[src/rtl/as_fifo_pkg.sv]
// as_fifo_pkg: shared constants and helpers for the as_fifo block.
//   DATA_WIDTH  default stored word width
//   ADDR_SIZE   default memory address width (pointers are one bit wider)
//   FIFO_DEPTH  default number of entries (2**ADDR_SIZE)
//   NUM_STAGES  default pointer-synchronizer depth
//   bin2gray()  binary to reflected Gray code; callers truncate to pointer width
package as_fifo_pkg;

    localparam int unsigned DATA_WIDTH = 8;
    localparam int unsigned ADDR_SIZE  = 4;
    localparam int unsigned FIFO_DEPTH = 16;
    localparam int unsigned NUM_STAGES = 2;

    function automatic logic [31:0] bin2gray(input logic [31:0] bin);
        return bin ^ (bin >> 1);
    endfunction

endpackage

[src/rtl/as_fifo_sync.sv]
// as_fifo_sync: Stages-deep register chain carrying a Gray pointer from one
// side of the FIFO to the other.
//   clk_i  clock
//   rst_i  synchronous active-high reset, clears every stage
//   d_i    pointer from the producing side
//   q_o    pointer delayed by Stages edges
module as_fifo_sync #(
    parameter int unsigned Width  = as_fifo_pkg::ADDR_SIZE + 1,
    parameter int unsigned Stages = as_fifo_pkg::NUM_STAGES
) (
    input  logic             clk_i,
    input  logic             rst_i,
    input  logic [Width-1:0] d_i,
    output logic [Width-1:0] q_o
);

    logic [Width-1:0] stage_q [Stages];

    always_ff @(posedge clk_i) begin
        if (rst_i) begin
            for (int i = 0; i < int'(Stages); i++) begin
                stage_q[i] <= '0;
            end
        end else begin
            stage_q[0] <= d_i;
            for (int i = 1; i < int'(Stages); i++) begin
                stage_q[i] <= stage_q[i-1];
            end
        end
    end

    assign q_o = stage_q[Stages-1];

endmodule

[src/rtl/as_fifo_top.sv]
// as_fifo_top: single-clock FIFO with Gray pointers exchanged through
// NUM_STAGES-deep synchronizers so flag timing matches the dual-clock part.
//   I_CLK       clock, all state changes on the rising edge
//   I_RST       synchronous active-high reset, clears pointers and memory
//   I_W_INC     write request, ignored while FIFO_Full
//   I_Data      write data
//   I_R_INC     read request (pop), ignored while FIFO_Empty
//   O_Data      head-of-FIFO word (first-word fall-through)
//   FIFO_Full   no further writes accepted
//   FIFO_Empty  no valid data at head
module as_fifo_top #(
    parameter int unsigned Data_Width = as_fifo_pkg::DATA_WIDTH,
    parameter int unsigned Addr_Size  = as_fifo_pkg::ADDR_SIZE,
    parameter int unsigned FIFO_Dipth = as_fifo_pkg::FIFO_DEPTH,
    parameter int unsigned NUM_STAGES = as_fifo_pkg::NUM_STAGES
) (
    input  logic                  I_CLK,
    input  logic                  I_RST,
    input  logic                  I_W_INC,
    input  logic [Data_Width-1:0] I_Data,
    input  logic                  I_R_INC,
    output logic [Data_Width-1:0] O_Data,
    output logic                  FIFO_Full,
    output logic                  FIFO_Empty
);

    import as_fifo_pkg::*;

    localparam int unsigned PtrW = Addr_Size + 1;

    logic [Data_Width-1:0] mem_q [FIFO_Dipth];

    logic [PtrW-1:0] wbin_q, wbin_d, wgray_q, wgray_d;
    logic [PtrW-1:0] rbin_q, rbin_d, rgray_q, rgray_d;
    logic [PtrW-1:0] wgray_s, rgray_s;
    logic            w_en, r_en;

    assign w_en = I_W_INC & ~FIFO_Full;
    assign r_en = I_R_INC & ~FIFO_Empty;

    always_comb begin
        wbin_d  = wbin_q + PtrW'(w_en);
        rbin_d  = rbin_q + PtrW'(r_en);
        wgray_d = PtrW'(bin2gray(32'(wbin_d)));
        rgray_d = PtrW'(bin2gray(32'(rbin_d)));
    end

    always_ff @(posedge I_CLK) begin
        if (I_RST) begin
            wbin_q  <= '0;
            wgray_q <= '0;
            rbin_q  <= '0;
            rgray_q <= '0;
        end else begin
            wbin_q  <= wbin_d;
            wgray_q <= wgray_d;
            rbin_q  <= rbin_d;
            rgray_q <= rgray_d;
        end
    end

    always_ff @(posedge I_CLK) begin
        if (I_RST) begin
            for (int i = 0; i < int'(FIFO_Dipth); i++) begin
                mem_q[i] <= '0;
            end
        end else if (w_en) begin
            mem_q[wbin_q[Addr_Size-1:0]] <= I_Data;
        end
    end

    // Write pointer as seen by the read side.
    as_fifo_sync #(
        .Width  (PtrW),
        .Stages (NUM_STAGES)
    ) u_sync_w2r (
        .clk_i (I_CLK),
        .rst_i (I_RST),
        .d_i   (wgray_q),
        .q_o   (wgray_s)
    );

    // Read pointer as seen by the write side.
    as_fifo_sync #(
        .Width  (PtrW),
        .Stages (NUM_STAGES)
    ) u_sync_r2w (
        .clk_i (I_CLK),
        .rst_i (I_RST),
        .d_i   (rgray_q),
        .q_o   (rgray_s)
    );

    assign O_Data     = mem_q[rbin_q[Addr_Size-1:0]];
    assign FIFO_Empty = (rgray_q == wgray_s);
    // In Gray code a pointer one lap ahead differs in the top two bits only.
    assign FIFO_Full  = (wgray_q == {~rgray_s[Addr_Size:Addr_Size-1],
                                     rgray_s[Addr_Size-2:0]});

endmodule

[config.mk]
export PLATFORM = sky130hd
export DESIGN_NAME = as_fifo_top
export DESIGN_NICKNAME = d
export VERILOG_FILES = /design/src/rtl/as_fifo_pkg.sv /design/src/rtl/as_fifo_sync.sv /design/src/rtl/as_fifo_top.sv
export SDC_FILE = /design/constraint.sdc
export NUM_CORES = 1
export LEC_CHECK = 0
export ABC_AREA = 1
export CAP_MARGIN = 20
export CORE_ASPECT_RATIO = 2
export CORE_MARGIN = 8
export CORE_UTILIZATION = 39
export DETAILED_ROUTE_END_ITERATION = 6
export PLACE_DENSITY = 0.67
export SLEW_MARGIN = 10
export SYNTH_ARGS = -nofsm -noshare
export SYNTH_HDL_FRONTEND = slang
export SYNTH_SLANG_ARGS = --single-unit
[constraint.sdc]
create_clock -name I_CLK -period 2.71 [get_ports I_CLK]
set_clock_uncertainty 0.1 [all_clocks]
set_input_delay 0.271 -clock I_CLK [delete_from_list [all_inputs] [get_ports I_CLK]]
set_output_delay 0.271 -clock I_CLK [all_outputs]
set_load 0.1 [all_outputs]
==> results.cfg <==
[drt]
routed_wl_um = 18400
drt_wl_cell_um = 17.1
detailedRoute.firstIterationViolations = 363
avgViaCountPerCell = 4.92
drtPass1Iterations = 5
route.antenna.remaining_nets = 0
post-route-drc-count = 0
vias = 5289

[yosys]
area_contributors_post_synth = sky130_fd_sc_hd__edfxtp_1, sky130_fd_sc_hd__dfxtp_1, sky130_fd_sc_hd__nor2_1, sky130_fd_sc_hd__inv_1, sky130_fd_sc_hd__nand2_1
postSynthCellCount = 787
post_synth_arst_share_pct = 0
synth_top_cell_area_share_pct = 50.4
mappedNetlistArea_mm2 = 0.00763
synth-adder-area-share_pct = 0.656
synth_edf_count = 128
synth.avg_cell_area_um2 = 9.69
synth_simple_gate_area_share_pct = 20.9
synth_seq_cells = 166
yosys.cell_types.count = 27
synthXorXnorAreaFrac_pct = 1.15
postSynthNetCount = 803
synthMuxAreaShare_pct = 0
yosysSeqAreaShare_pct = 60.4
synth_most_common_cell = sky130_fd_sc_hd__nor2_1
synth_area_leader_cell = sky130_fd_sc_hd__edfxtp_1
yosys-top-cells-count = sky130_fd_sc_hd__nor2_1, sky130_fd_sc_hd__edfxtp_1, sky130_fd_sc_hd__inv_1
yosys_most_used_dff = sky130_fd_sc_hd__edfxtp_1
synth_top_family_by_area = simple AND/OR/NAND/NOR gates
synth-compound-area-share_pct = 7.99
ys.warnings.count = 0

[clocking]
cts-buffers-inserted = 17
tritoncts_clock_tree = yes
ctsResizeCount = 0
h-tree-depth = 4
clk_pin_slew_worst_paths_ps = 70
cts.hold.buffers_added = 0
cts_buffer_depth = 2
clock_tree.root_cell = sky130_fd_sc_hd__clkbuf_16
insertion_delay_ps = 430
cts_post_setup_buffers_inserted = 0
cts.sinks = 166

[layout]
n_antenna_cell = 0
n_fill_cell = 1801
finalNetCount = 819
drive_above_1_share_pct = 10.9
finalCoreUtilization_pct = 45.7
syn2layout_area_growth_pct = 15.4
layout_cells_excl_fill = 1075

[global_routing]
antenna_found_initial = 0
grt_first_pass_wirelength_um = 29500
total_global_routing_overflow = 0
grt_max_degree = 46
number_of_global_route_vias_before_repair = 5525
globalRouteTotalUtil_pct = 16.3

[worst_setup_path]
r2r_setup_slack_ps = 530
cp.required_ps = 2340
critPathCaptureType = output pin
cpLargestDelayFamily = flip-flops
timing.critical_path.cells = buf_12 > a21oi_1 > o21ai_0 > nand3_1 > nand3_1 > nand2_1 > buf_12
worst-endpoint-arrival_ps = 2260
critical_path_class = flop to output pin
worst_setup_path_start_kind = flop
cp_slowest_stage_delay_ps = 580
cpMaxStageDelayCell = sky130_fd_sc_hd__dfxtp_2
bufs_and_invs_on_worst_path = 2
path_max_fanout = 33

[floorplan]
fp.dieW_um = 115
placement_rows = 72
fp.dieArea_mm2 = 0.0246
boundaryPins = 22
initial_cell_density_of_the_core_pct = 39.6
fp.dieH_um = 214
core-area_mm2 = 0.0193

[min_path]
worst_hold_path_type = flop to flop

[sta]
fmaxAchievable_mhz = 381
period_utilization_post_route_pct = 97.0
worstMarginPinSlew_ps = 803
setup-tns-final_ps = 0
drv_slew = 0
setup-violations-final = 0
final.setup.worst_slack_ps = 82.0
timing.final.hold_violations = 0
final.min_clock_period_ps = 2630
maxSlewHeadroom_pct = 46.4
rsz0062_at_grt = false
worst_hold_slack_ps = 306

[pwr]
powerDensity_mw_per_mm2 = 713
worst_ir_drop_vdd_v = 0.000450
leakage_uw = 0.00345

[run_status]
run_status = finished, final reports clean

[placement]
placement.io_buffers = 21
detailed_place_hpwl_um = 13100
finalWeightedCongestion = 0.941
post-place-ws_ps = 406
dp.cells = 1043

[job]
max_cap_viol_count = 0
-- where the power goes --
group,switching (uW),internal [uW]
Combinational,691,297
Sequential,69.7,2830
Clock,1050,1330
-- flip-flops by register name (all words and copies together), names as in the netlist --
| signal | count |
|---|---|
| u_sync_r2w.stage_q | 10 |
| wbin_q | 5 |
| u_sync_w2r.stage_q | 10 |
| rgray_q | 4 |
| rbin_q | 5 |
| wgray_q | 4 |
| mem_q | 128 |
-- kinds of logic (layout without fill, tap and decap cells) --
family                     Yosys count  in the layout
buffers and inverters              161            190
DFF                                166            166
xor gates and xnor gates            10             10
adders and majority gates            4              4
AOI/OAI and AO/OA                  105            105
and+or+nand+nor                    341            341
-- metrics by stage --
| stage | total power [uW] | area [um2] |
|---|---|---|
| floorplan | 3580 | 7630 |
| global placement | 3920 | 8210 |
| detailed placement | 3940 | 8210 |
| CTS | 6280 | 8800 |
| global route | 6480 | 8800 |
| finish | 6270 | 8800 |
-- layer usage --
layer / track usage, % / share of wire [%] / vias to the layer above
li1: - / - / 2616
met3: 2.31 / 2.9 / 59
met5: 0 / 0 / -
met1: 16.0 / 36 / 2486
met2: 30.3 / 55 / 128
met4: 11.6 / 5.8 / 0
-- layout by cell type (no fill, tap or decap) --
cell,n
sky130_fd_sc_hd__dfxtp_2,1
sky130_fd_sc_hd__inv_8,1
sky130_fd_sc_hd__nand2_2,1
sky130_fd_sc_hd__nand4_4,9
sky130_fd_sc_hd__buf_4,16
sky130_fd_sc_hd__clkinvlp_4,1
sky130_fd_sc_hd__xor2_1,4
sky130_fd_sc_hd__clkinv_1,1
sky130_fd_sc_hd__dfxtp_1,36
sky130_fd_sc_hd__clkdlybuf4s50_1,11
sky130_fd_sc_hd__xnor2_1,6
sky130_fd_sc_hd__dfxtp_4,1
sky130_fd_sc_hd__a21oi_2,1
sky130_fd_sc_hd__clkbuf_16,19
sky130_fd_sc_hd__o211ai_1,32
sky130_fd_sc_hd__inv_1,114
sky130_fd_sc_hd__o21ai_0,38
sky130_fd_sc_hd__nor2_2,3
sky130_fd_sc_hd__nor2_1,177
sky130_fd_sc_hd__clkinv_4,4
sky130_fd_sc_hd__buf_12,13
sky130_fd_sc_hd__edfxtp_1,128
sky130_fd_sc_hd__nand3_1,56
sky130_fd_sc_hd__or2_2,1
sky130_fd_sc_hd__a21oi_1,34
sky130_fd_sc_hd__nand2_1,86
sky130_fd_sc_hd__clkbuf_8,1
sky130_fd_sc_hd__ha_1,4
sky130_fd_sc_hd__inv_4,3
sky130_fd_sc_hd__nand3_4,1
sky130_fd_sc_hd__inv_6,4
sky130_fd_sc_hd__inv_2,2
sky130_fd_sc_hd__nand4_2,7
-- layout make-up --
cell class	count	area, um2	area share (%)
Timing Repair Buffer	40	490	5.57
Multi-Input combinational cell	460	2340	26.6
Tap cell	259	324	3.68
Clock buffer	20	489	5.56
Clock inverter	12	100	1.14
Sequential cell	166	4610	52.4
Inverter	118	447	5.07
-- worst reg2reg max path: stages (launching register included) --
cell and delay, ps:
sky130_fd_sc_hd__dfxtp_1 330, sky130_fd_sc_hd__inv_2 80, sky130_fd_sc_hd__nand2_1 60, sky130_fd_sc_hd__nand2_1 60
sky130_fd_sc_hd__nor2_2 50, sky130_fd_sc_hd__nand3_4 80, sky130_fd_sc_hd__buf_4 370, sky130_fd_sc_hd__nand4_2 330
sky130_fd_sc_hd__nand2_1 390
-- final timing paths --
path	cells after the start	start	endpoint
setup / recovery	7	rbin_q[1]	O_Data[1]
hold / removal	2	u_sync_r2w.stage_q[0][1]	u_sync_r2w.stage_q[0][6]
setup reg to reg	8	wbin_q[4]	mem_q[12][5]
hold reg to reg	2	u_sync_r2w.stage_q[0][1]	u_sync_r2w.stage_q[0][6]
No activity file was read; power rests on OpenSTA's default activity.
